===== config.mk =====
export PLATFORM = sky130hd
export DESIGN_NAME = bcd_channel_scheduler
export DESIGN_NICKNAME = d
export VERILOG_FILES = /design/src/rtl/bcd_channel_scheduler_pkg.sv /design/src/rtl/bcd_channel_scheduler_ptr_counter.sv /design/src/rtl/bcd_channel_scheduler.sv
export SDC_FILE = /design/constraint.sdc
export NUM_CORES = 1
export LEC_CHECK = 0
export CAP_MARGIN = 25
export CORE_ASPECT_RATIO = 1.1
export CORE_MARGIN = 10
export CORE_UTILIZATION = 58
export CTS_CLUSTER_DIAMETER = 60
export DETAILED_ROUTE_END_ITERATION = 16
export GPL_TIMING_DRIVEN = 1
export PLACE_DENSITY = 0.94
export SYNTH_ARGS = -nofsm -noshare
export SYNTH_HDL_FRONTEND = slang
export SYNTH_SLANG_ARGS = --single-unit

===== constraint.sdc =====
create_clock -name clk -period 8.3 [get_ports clk]
set_input_delay 1.245 -clock clk [delete_from_list [all_inputs] [get_ports clk]]
set_output_delay 1.245 -clock clk [all_outputs]
set_load 0.02 [all_outputs]

===== src/rtl/bcd_channel_scheduler_pkg.sv =====
// Shared constants, state encoding and BCD pointer arithmetic for the
// round-robin scheduler in front of the 23-output BCD decoder.
package bcd_channel_scheduler_pkg;

    localparam int unsigned N_CH         = 23;
    localparam logic [7:0]  CODE_PREFIX  = 8'h01;
    localparam logic [3:0]  BCD_TENS_MAX = 4'd2;
    localparam logic [3:0]  BCD_ONES_TOP = 4'd2;
    localparam logic [15:0] IDLE_CODE    = 16'h0000;

    typedef enum logic [1:0] {
        ST_IDLE  = 2'd0,
        ST_SCAN  = 2'd1,
        ST_GRANT = 2'd2
    } state_e;

    // Successor of a two-digit BCD channel number, wrapping 22 -> 00.
    function automatic logic [7:0] bcd_next(input logic [3:0] tens, input logic [3:0] ones);
        logic [7:0] nxt;
        if ((tens == BCD_TENS_MAX) && (ones == BCD_ONES_TOP)) begin
            nxt = 8'h00;
        end else if (ones == 4'd9) begin
            nxt = {tens + 4'd1, 4'd0};
        end else begin
            nxt = {tens, ones + 4'd1};
        end
        return nxt;
    endfunction

    // Successor of the binary mirror, wrapping at the last channel.
    function automatic logic [4:0] bin_next(input logic [4:0] bin);
        logic [4:0] nxt;
        if (bin == 5'(N_CH - 1)) begin
            nxt = 5'd0;
        end else begin
            nxt = bin + 5'd1;
        end
        return nxt;
    endfunction

    function automatic logic [N_CH-1:0] chan_onehot(input logic [4:0] idx);
        return {{(N_CH-1){1'b0}}, 1'b1} << idx;
    endfunction

endpackage


===== src/rtl/bcd_channel_scheduler_ptr_counter.sv =====
// Two-digit BCD channel pointer (00..22) with a binary mirror; supports
// load, increment, or load-then-increment in a single cycle.
module bcd_ptr_counter
    import bcd_channel_scheduler_pkg::*;
(
    input  logic       clk,
    input  logic       reset_n,
    input  logic       ld,
    input  logic [3:0] ld_tens,
    input  logic [3:0] ld_ones,
    input  logic [4:0] ld_bin,
    input  logic       inc,
    output logic [3:0] tens,
    output logic [3:0] ones,
    output logic [4:0] bin
);

    logic [3:0] tens_r, ones_r;
    logic [4:0] bin_r;
    logic [3:0] base_tens_s, base_ones_s;
    logic [4:0] base_bin_s;
    logic [7:0] bcd_succ_s;
    logic [3:0] next_tens_s, next_ones_s;
    logic [4:0] next_bin_s;

    // Select load value or current pointer, then optionally step it.
    always_comb begin
        base_tens_s = tens_r;
        base_ones_s = ones_r;
        base_bin_s  = bin_r;
        if (ld) begin
            base_tens_s = ld_tens;
            base_ones_s = ld_ones;
            base_bin_s  = ld_bin;
        end else begin
            base_tens_s = tens_r;
            base_ones_s = ones_r;
            base_bin_s  = bin_r;
        end
        bcd_succ_s = bcd_next(base_tens_s, base_ones_s);
        if (inc) begin
            next_tens_s = bcd_succ_s[7:4];
            next_ones_s = bcd_succ_s[3:0];
            next_bin_s  = bin_next(base_bin_s);
        end else begin
            next_tens_s = base_tens_s;
            next_ones_s = base_ones_s;
            next_bin_s  = base_bin_s;
        end
    end

    // Pointer register.
    always_ff @(posedge clk or negedge reset_n) begin
        if (!reset_n) begin
            tens_r <= 4'd0;
            ones_r <= 4'd0;
            bin_r  <= 5'd0;
        end else begin
            tens_r <= next_tens_s;
            ones_r <= next_ones_s;
            bin_r  <= next_bin_s;
        end
    end

    assign tens = tens_r;
    assign ones = ones_r;
    assign bin  = bin_r;

endmodule


===== src/rtl/bcd_channel_scheduler.sv =====
// Round-robin scheduler sharing the BCD decoder among 23 request lines;
// emits {8'h01, tens, ones} for the granted channel with a minimum hold.
module bcd_channel_scheduler
    import bcd_channel_scheduler_pkg::*;
#(
    parameter int unsigned HOLD_CYCLES = 4
) (
    input  logic             clk,
    input  logic             reset_n,
    input  logic [N_CH-1:0]  req,
    input  logic             clr_all,
    input  logic             ack,
    output logic [15:0]      code,
    output logic             code_valid,
    output logic [4:0]       grant_idx,
    output logic [N_CH-1:0]  pending,
    output logic             busy
);

    localparam logic [7:0] HOLD_LOAD = 8'(HOLD_CYCLES - 1);

    state_e          state_r;
    logic [N_CH-1:0] pending_r;
    logic [7:0]      timer_r;
    logic [3:0]      grant_tens_r, grant_ones_r;
    logic [4:0]      grant_bin_r;
    logic [15:0]     code_r;
    logic            code_valid_r;
    logic [4:0]      grant_idx_r;
    logic            busy_r;

    logic [3:0]      ptr_tens_s, ptr_ones_s;
    logic [4:0]      ptr_bin_s;
    logic            hit_s;
    logic            done_s;
    logic            ptr_inc_s;
    logic [N_CH-1:0] clear_mask_s;
    logic [N_CH-1:0] pending_next_s;

    // Grant completion, served-bit clear and pointer stepping decisions.
    always_comb begin
        hit_s  = |(pending_r & chan_onehot(ptr_bin_s));
        done_s = (state_r == ST_GRANT) && (timer_r == 8'd0) && ack;
        if (done_s) begin
            clear_mask_s = chan_onehot(grant_bin_r);
        end else begin
            clear_mask_s = {N_CH{1'b0}};
        end
        // A request arriving for the channel being cleared must survive.
        if (clr_all) begin
            pending_next_s = req;
        end else begin
            pending_next_s = (pending_r & ~clear_mask_s) | req;
        end
        ptr_inc_s = done_s ||
                    ((state_r == ST_SCAN) && !hit_s && (pending_r != {N_CH{1'b0}}));
    end

    bcd_ptr_counter u_ptr (
        .clk     (clk),
        .reset_n (reset_n),
        .ld      (done_s),
        .ld_tens (grant_tens_r),
        .ld_ones (grant_ones_r),
        .ld_bin  (grant_bin_r),
        .inc     (ptr_inc_s),
        .tens    (ptr_tens_s),
        .ones    (ptr_ones_s),
        .bin     (ptr_bin_s)
    );

    // Pending request latch.
    always_ff @(posedge clk or negedge reset_n) begin
        if (!reset_n) begin
            pending_r <= {N_CH{1'b0}};
        end else begin
            pending_r <= pending_next_s;
        end
    end

    // Scheduler FSM with registered grant outputs.
    always_ff @(posedge clk or negedge reset_n) begin
        if (!reset_n) begin
            state_r      <= ST_IDLE;
            timer_r      <= 8'd0;
            grant_tens_r <= 4'd0;
            grant_ones_r <= 4'd0;
            grant_bin_r  <= 5'd0;
            code_r       <= IDLE_CODE;
            code_valid_r <= 1'b0;
            grant_idx_r  <= 5'd0;
            busy_r       <= 1'b0;
        end else begin
            case (state_r)
                ST_IDLE: begin
                    if (pending_r != {N_CH{1'b0}}) begin
                        state_r <= ST_SCAN;
                        busy_r  <= 1'b1;
                    end
                end
                ST_SCAN: begin
                    if (pending_r == {N_CH{1'b0}}) begin
                        state_r <= ST_IDLE;
                        busy_r  <= 1'b0;
                    end else if (hit_s) begin
                        state_r      <= ST_GRANT;
                        timer_r      <= HOLD_LOAD;
                        grant_tens_r <= ptr_tens_s;
                        grant_ones_r <= ptr_ones_s;
                        grant_bin_r  <= ptr_bin_s;
                        code_r       <= {CODE_PREFIX, ptr_tens_s, ptr_ones_s};
                        code_valid_r <= 1'b1;
                        grant_idx_r  <= ptr_bin_s;
                    end
                end
                ST_GRANT: begin
                    if (done_s) begin
                        code_r       <= IDLE_CODE;
                        code_valid_r <= 1'b0;
                        grant_idx_r  <= 5'd0;
                        if (pending_next_s != {N_CH{1'b0}}) begin
                            state_r <= ST_SCAN;
                            busy_r  <= 1'b1;
                        end else begin
                            state_r <= ST_IDLE;
                            busy_r  <= 1'b0;
                        end
                    end else if (timer_r != 8'd0) begin
                        timer_r <= timer_r - 8'd1;
                    end
                end
                default: begin
                    state_r      <= ST_IDLE;
                    timer_r      <= 8'd0;
                    code_r       <= IDLE_CODE;
                    code_valid_r <= 1'b0;
                    grant_idx_r  <= 5'd0;
                    busy_r       <= 1'b0;
                end
            endcase
        end
    end

    assign code       = code_r;
    assign code_valid = code_valid_r;
    assign grant_idx  = grant_idx_r;
    assign pending    = pending_r;
    assign busy       = busy_r;

endmodule


# ---- After elaboration in Yosys (flattened, before gate mapping)
# Index checks and enable logic that the tools add are counted.
dict set report classes {
  n_addsub 4
  multipliers 0
  n_div 0
  order_cmp 0
  eq_ne 14
  n_shift 2
  mux 39
  bitwise 6
  reduce_logical 19
}
# op count
set ops {}
lappend ops {{$mux W16} 3}
lappend ops {{$mux W8} 6}
lappend ops {{$pmux W16 S3} 1}
lappend ops {{$and A23 B23 Y23} 2}
lappend ops {{$mux W23} 2}
lappend ops {{$reduce_bool A23 Y1} 2}
lappend ops {{$shl A1 B5 Y23 const A} 2}
lappend ops {{$mux W5} 6}
lappend ops {{$pmux W8 S3} 1}
lappend ops {{$logic_not A23 Y1} 1}
lappend ops {{$not A23 Y23} 1}
lappend ops {{$or A23 B23 Y23} 1}
lappend ops {{$reduce_or A23 Y1} 1}
lappend ops {{$mux W4} 4}
lappend ops {{$pmux W5 S3} 1}
lappend ops {{$ne A2 B2 Y1 const B} 5}
lappend ops {{$reduce_and A3 Y1} 3}
lappend ops {{$add A4 B1 Y4 const B} 2}
lappend ops {{$eq A4 B2 Y1 const B} 2}
lappend ops {{$logic_not A8 Y1} 1}
lappend ops {{$mux W1} 8}
lappend ops {{$mux W2} 4}
lappend ops {{$reduce_bool A8 Y1} 1}
lappend ops {{$sub A8 B1 Y8 const B} 1}
lappend ops {{other kinds (16)} 23}
dict set report word_totals {
  regBits 82
  latch_bits 0
  mem_bits_rw 0
  romBits 0
  inputBits 27
  elab_cells 97
  memories 0
}

# ---- Depth between registers and ports, before layout
dict set report logic_depth {
  depth_word 12
  mapped_depth 13
  mapped_depth_nobuf 11
}

# ---- By module
# A second synthesis with hierarchy kept.
dict set report hier_totals {
  cells_unflattened 431
  hier_area_um2 4259.1
}
# mod n_inst cells_per_inst area_each_um2
set by_module_without_submodules {}
lappend by_module_without_submodules {bcd_channel_scheduler 1 342 3293.2}
lappend by_module_without_submodules {bcd_ptr_counter 1 89 965.9}

# ---- Worst setup path before layout
# No wires, ideal clock.
dict set report synth_timing {
  path_kind {in2reg}
  from {in ack}
  to {reg state_r[0]}
  arrival_ps 2946
  t_required_ps 8170
  path_slack_ps 5223
  stages 8
  path_buffers 1
  path_cell_list {and4b_1 clkbuf_1 nand4_1 o211ai_1 or4bb_1 nor4_1 and4_1 o41ai_1}
}
dict set report synth_via {
  elab_chain_cells 10
  elab_cells_between_ends 12
  cone_classes {eq/ne (1); mux (5); bitwise (3); reduce/logical (3)}
}
# item line
set synth_rtl {}
lappend synth_rtl {{start: declaration} bcd_channel_scheduler.sv:12} ;# input logic ack,
lappend synth_rtl {{$logic_and A1 B1 Y1 *} bcd_channel_scheduler.sv:43} ;# done_s = (state_r == ST_GRANT) && (timer_r == 8'd0) && ack;
lappend synth_rtl {{$mux W23} bcd_channel_scheduler.sv:44} ;# if (done_s) begin
lappend synth_rtl {{$not A23 Y23} bcd_channel_scheduler.sv:53} ;# pending_next_s = (pending_r & ~clear_mask_s) | req;
lappend synth_rtl {{$and A23 B23 Y23} bcd_channel_scheduler.sv:53}
lappend synth_rtl {{$or A23 B23 Y23} bcd_channel_scheduler.sv:53}
lappend synth_rtl {{$mux W23} bcd_channel_scheduler.sv:50} ;# if (clr_all) begin
lappend synth_rtl {{$reduce_bool A23 Y1} bcd_channel_scheduler.sv:121} ;# if (pending_next_s != {N_CH{1'b0}}) begin
lappend synth_rtl {{$mux W1} bcd_channel_scheduler.sv:121}
lappend synth_rtl {{$mux W2} bcd_channel_scheduler.sv:117} ;# if (done_s) begin
lappend synth_rtl {{$pmux W2 S3} bcd_channel_scheduler.sv:94} ;# case (state_r)
lappend synth_rtl {{end signal: assignment} bcd_channel_scheduler.sv:97} ;# state_r <= ST_SCAN;
lappend synth_rtl {{end signal: assignment} bcd_channel_scheduler.sv:122} ;# state_r <= ST_SCAN;
lappend synth_rtl {{end signal: assignment} bcd_channel_scheduler.sv:125} ;# state_r <= ST_IDLE;
lappend synth_rtl {{end: declaration} bcd_channel_scheduler.sv:22} ;# state_e state_r;
# Every way passes the cells marked *; elsewhere a longest branch is shown, timed or not. The select of a mux whose other input is x is not followed.
# A chain may end at the register's enable or synchronous reset.

# ---- Worst setup path after layout
# Same ends and word-level chain as after synthesis.

==> out/results.tsv <==
stage	metric	value	unit
run_status	status	finished, final reports clean	
critical_path	buffers and inverters on the worst path	1	
grt	largest net degree at the start of global routing	75	
sta	Final period util	0.4376	
route	total length of routed met2 wires	6013	µm
route	post-route DRC violation count	0	
grt	total gr overflow	0	
floorplanning	Core Footprint	0.007087	mm²
power	Sequential Power Share	0.333	
critical_path	Critical Path Start	ack	
yosys	post-synthesis adder-cell area fraction	0.02925	
yosys	area leader, netlist	dfrtp_1	
placement	DP HPWL	8421	µm
sta	final hold vios	0	
final_layout	Layout Nets	534	
route	router iterations before antenna repair	6	
route	top sig layer	met4	
floorplanning	std cell rows	32	
critical_path	Worst setup EP type	register	
floorplanning	IO Count	73	
sta	count of final setup violators	0	
critical_path	r2r setup slk	5080	ps
yosys	register area share after synthesis	0.4329	
power	Max VDD drop	0.2255	mV
worst_hold_path	HP Class	reg -> reg	
critical_path	CP peak stage delay	500	ps
clocking	CTS tree	built	
placement	IO buf count	65	
yosys	most area-consuming cells after synthesis	dfrtp_1, nand2_1, mux2_2	
yosys	mux cell area share after synthesis	0.09447	
yosys	Post-synth ARST share	1.000	
final_layout	commonest cells after routing, fill and taps aside	dfrtp_1, clkdlybuf4s50_1, nand2_1	
yosys	post-synth top area share	0.4329	
critical_path	CP cell instances	clkdlybuf4s50_1, and4b_1, nand4_1, o211ai_1, or4bb_1, nor4_1, and4_1, o41ai_1	
yosys	Syn Area/Cell	9.745	µm²
route	post-route antenna net violation count	0	
sta	slew margin rel.	0.3877	
route	met1 wire length	4535	µm
yosys	Synth warnings	0	
floorplanning	initial core utilization	0.6036	
critical_path	required time worst endpoint	8540	ps
floorplanning	Die H	110.1	µm
route	total wire length	11800	µm
grt	vias in the first global route	3818	
grt	global-route wire length before repair	19370	µm
critical_path	Worst R2R Start	u_ptr.bin[1]	
placement	routability cong.	1.040	
yosys	XOR/XNOR share of the synthesized area	0.002047	
power	Leak	2.105	nW
power	Internal Power	1.007	mW
worst_hold_path	hold-critical path depth	2	
sta	Max Transition Viols Final	0	
critical_path	kind of critical path	in -> reg	
route	initial DRC count	432	
yosys	number of synthesized register bits	74	
yosys	Synth Cell Area	0.004278	mm²
clocking	clock-pin slew on the worst setup and hold paths	80	ps
clocking	CTS sink cnt	74	
power	Sw Share	0.4407	
critical_path	WP depth	8	
sta	Clock Skews	9.139	ps
critical_path	Crit-path slowest cell	clkdlybuf4s50_1	
route	drt wl/cell	20.09	µm
sta	Worst-Margin Slew	918.5	ps
final_layout	layout cells sized above 1	0.1155	
power	clock power share	0.194	
job	max_cap viols	0	
yosys	top_reg_cell synth	dfrtp_1	
critical_path	Top delay family on crit path	simple AND/OR/NAND/NOR gates	
sta	WHS	487.4	ps
sta	RSZ-0062 raised after global routing	no	
clocking	root buf cell	clkbuf_8	
critical_path	worst-case reg-to-reg path depth	8	
floorplanning	Die Wd	101.9	µm
yosys	cells after synthesis	439	
route	met3 wire len	919	µm
final_layout	most common cell after layout, fill and taps aside	dfrtp_1	
route	detailed-route via count	3784	
sta	max frequency	275.3	MHz
clocking	Max Buffers Root-to-Sink	2	
final_layout	antenna diode count	0	
power	Gate power share	0.473	
floorplanning	DIE AREA	0.01121	mm²
yosys	main combinational cell family by area after synthesis	simple AND/OR/NAND/NOR gates	
final_layout	Area Growth Syn to Fin	20.59	%
clocking	hold bufs inserted after CTS	0	
route	routed vias/inst	6.446	
yosys	post-synth cell types	64	
sta	Final TNS setup	0	ps
yosys	Compound-Gate Fraction of Synth Area	0.1582	
critical_path	Startpoint Class	input port	
grt	GRT Util Overall	0.2184	
critical_path	critical path arrival	3880	ps
sta	Tmin final	3632	ps
clocking	Worst-Skew Late Latency	370	ps
clocking	post_cts resized	0	
worst_hold_path	hold_sp	code[2]	
critical_path	largest fanout on the critical path	8	
power	P_sw	793.7	µW
clocking	clock buffer count from CTS	9	
clocking	CTS H-tree lvls	3	
grt	initial antenna violation count	0	
yosys	simple-gate share of the synthesized area	0.2264	
power	Power Density	349.1	mW/mm²
clocking	setup bufs post-CTS	0	
yosys	EDFF count, synth	0	
==> kinds of logic after synthesis <==
family	after synthesis
simple gates	169
compound gates	101
flops	74
buf+inv	46
mux	37
fa+ha+maj	10
other cells	1
xor+xnor	1
==> routing by layer <==
metal,global-route usage,up-vias
met5,0,-
met4,0.1058,0
met3,0.05106,39
met2,0.3760,199
met1,0.2521,1843
li1,-,1703
==> worst min-delay path, delay by kind of cell, from the launching register on <==
kind             cells  cell delay (ps)
AO/OA/AOI/OAI        1               60
flip-flops           1              350
AND/OR/NAND/NOR      1               50
==> path summary, 6_finish.rpt <==
path / end
min in group asynchronous: grant_idx[3]
max: state_r[0]
max in group asynchronous: code[2]
min: code[2]
max reg2reg: u_ptr.tens[2]
min reg2reg: code[2]
==> registers in the layout, indices dropped and copies added, names as in the netlist <==
signal and cells:
grant_bin_r 5, pending 23, grant_tens_r 4, u_ptr.tens 4
state_r 2, grant_ones_r 4, timer_r 8, grant_idx 5
code 9, u_ptr.ones 4, busy 1, u_ptr.bin 5
==> power by group through the flow <==
stage / logic [mW] / clock network [mW] / registers (mW)
floorplan: 0.604 / 0 / 0.579
global placement: 0.781 / 0 / 0.591
detailed placement: 0.822 / 0 / 0.602
CTS: 0.836 / 0.353 / 0.596
global route: 0.921 / 0.369 / 0.614
finish: 0.851 / 0.349 / 0.600
==> cell usage after synthesis, types with 2 or more instances <==
| library cell | count |
|---|---|
| nand2b_1 | 24 |
| o21a_1 | 3 |
| buf_2 | 8 |
| a221o_1 | 2 |
| buf_6 | 3 |
| o31ai_1 | 6 |
| nor2b_1 | 9 |
| o211ai_1 | 13 |
| nor4_1 | 7 |
| a21o_1 | 3 |
| mux2_2 | 17 |
| a31o_2 | 4 |
| nand3_1 | 8 |
| mux2i_1 | 19 |
| a31oi_1 | 4 |
| o311ai_0 | 2 |
| nand2_1 | 52 |
| buf_4 | 9 |
| nor2_1 | 20 |
| nor3b_2 | 2 |
| nor3_1 | 10 |
| or2_2 | 3 |
| o21ai_0 | 25 |
| o21ai_1 | 10 |
| o41ai_1 | 3 |
| nand4_1 | 9 |
| or4_4 | 2 |
| nand3b_1 | 3 |
| ha_1 | 10 |
| inv_1 | 18 |
| or4bb_1 | 2 |
| nand4bb_1 | 2 |
| dfrtp_1 | 74 |
| a21oi_1 | 13 |
| and4_1 | 3 |
| clkbuf_1 | 8 |
| nor4b_1 | 2 |
==> through the flow <==
step	worst slack [ps]	power, mW	instance area [µm²]	instances	utilization
after floorplan	5223	1.183	4300	445	-
after global placement	4513	1.372	4903	570	0.6919
after detailed placement	4337	1.423	4908	571	0.6926
after CTS	4702	1.784	5159	587	0.7279
after global routing	4571	1.903	5159	587	0.7279
final	4668	1.801	5159	587	0.7279
==> area by class of cell <==
| type | count | area, µm² |
|---|---|---|
| Clock buffer | 9 | 123.9 |
| Clock inverter | 7 | 126.4 |
| Fill cell | 475 | 1928 |
| Inverter | 18 | 67.56 |
| Multi-Input combinational cell | 325 | 2210 |
| Sequential cell | 74 | 1852 |
| Tap cell | 85 | 106.4 |
| Timing Repair Buffer | 69 | 673.1 |
No activity file was read; power rests on OpenSTA's default activity.
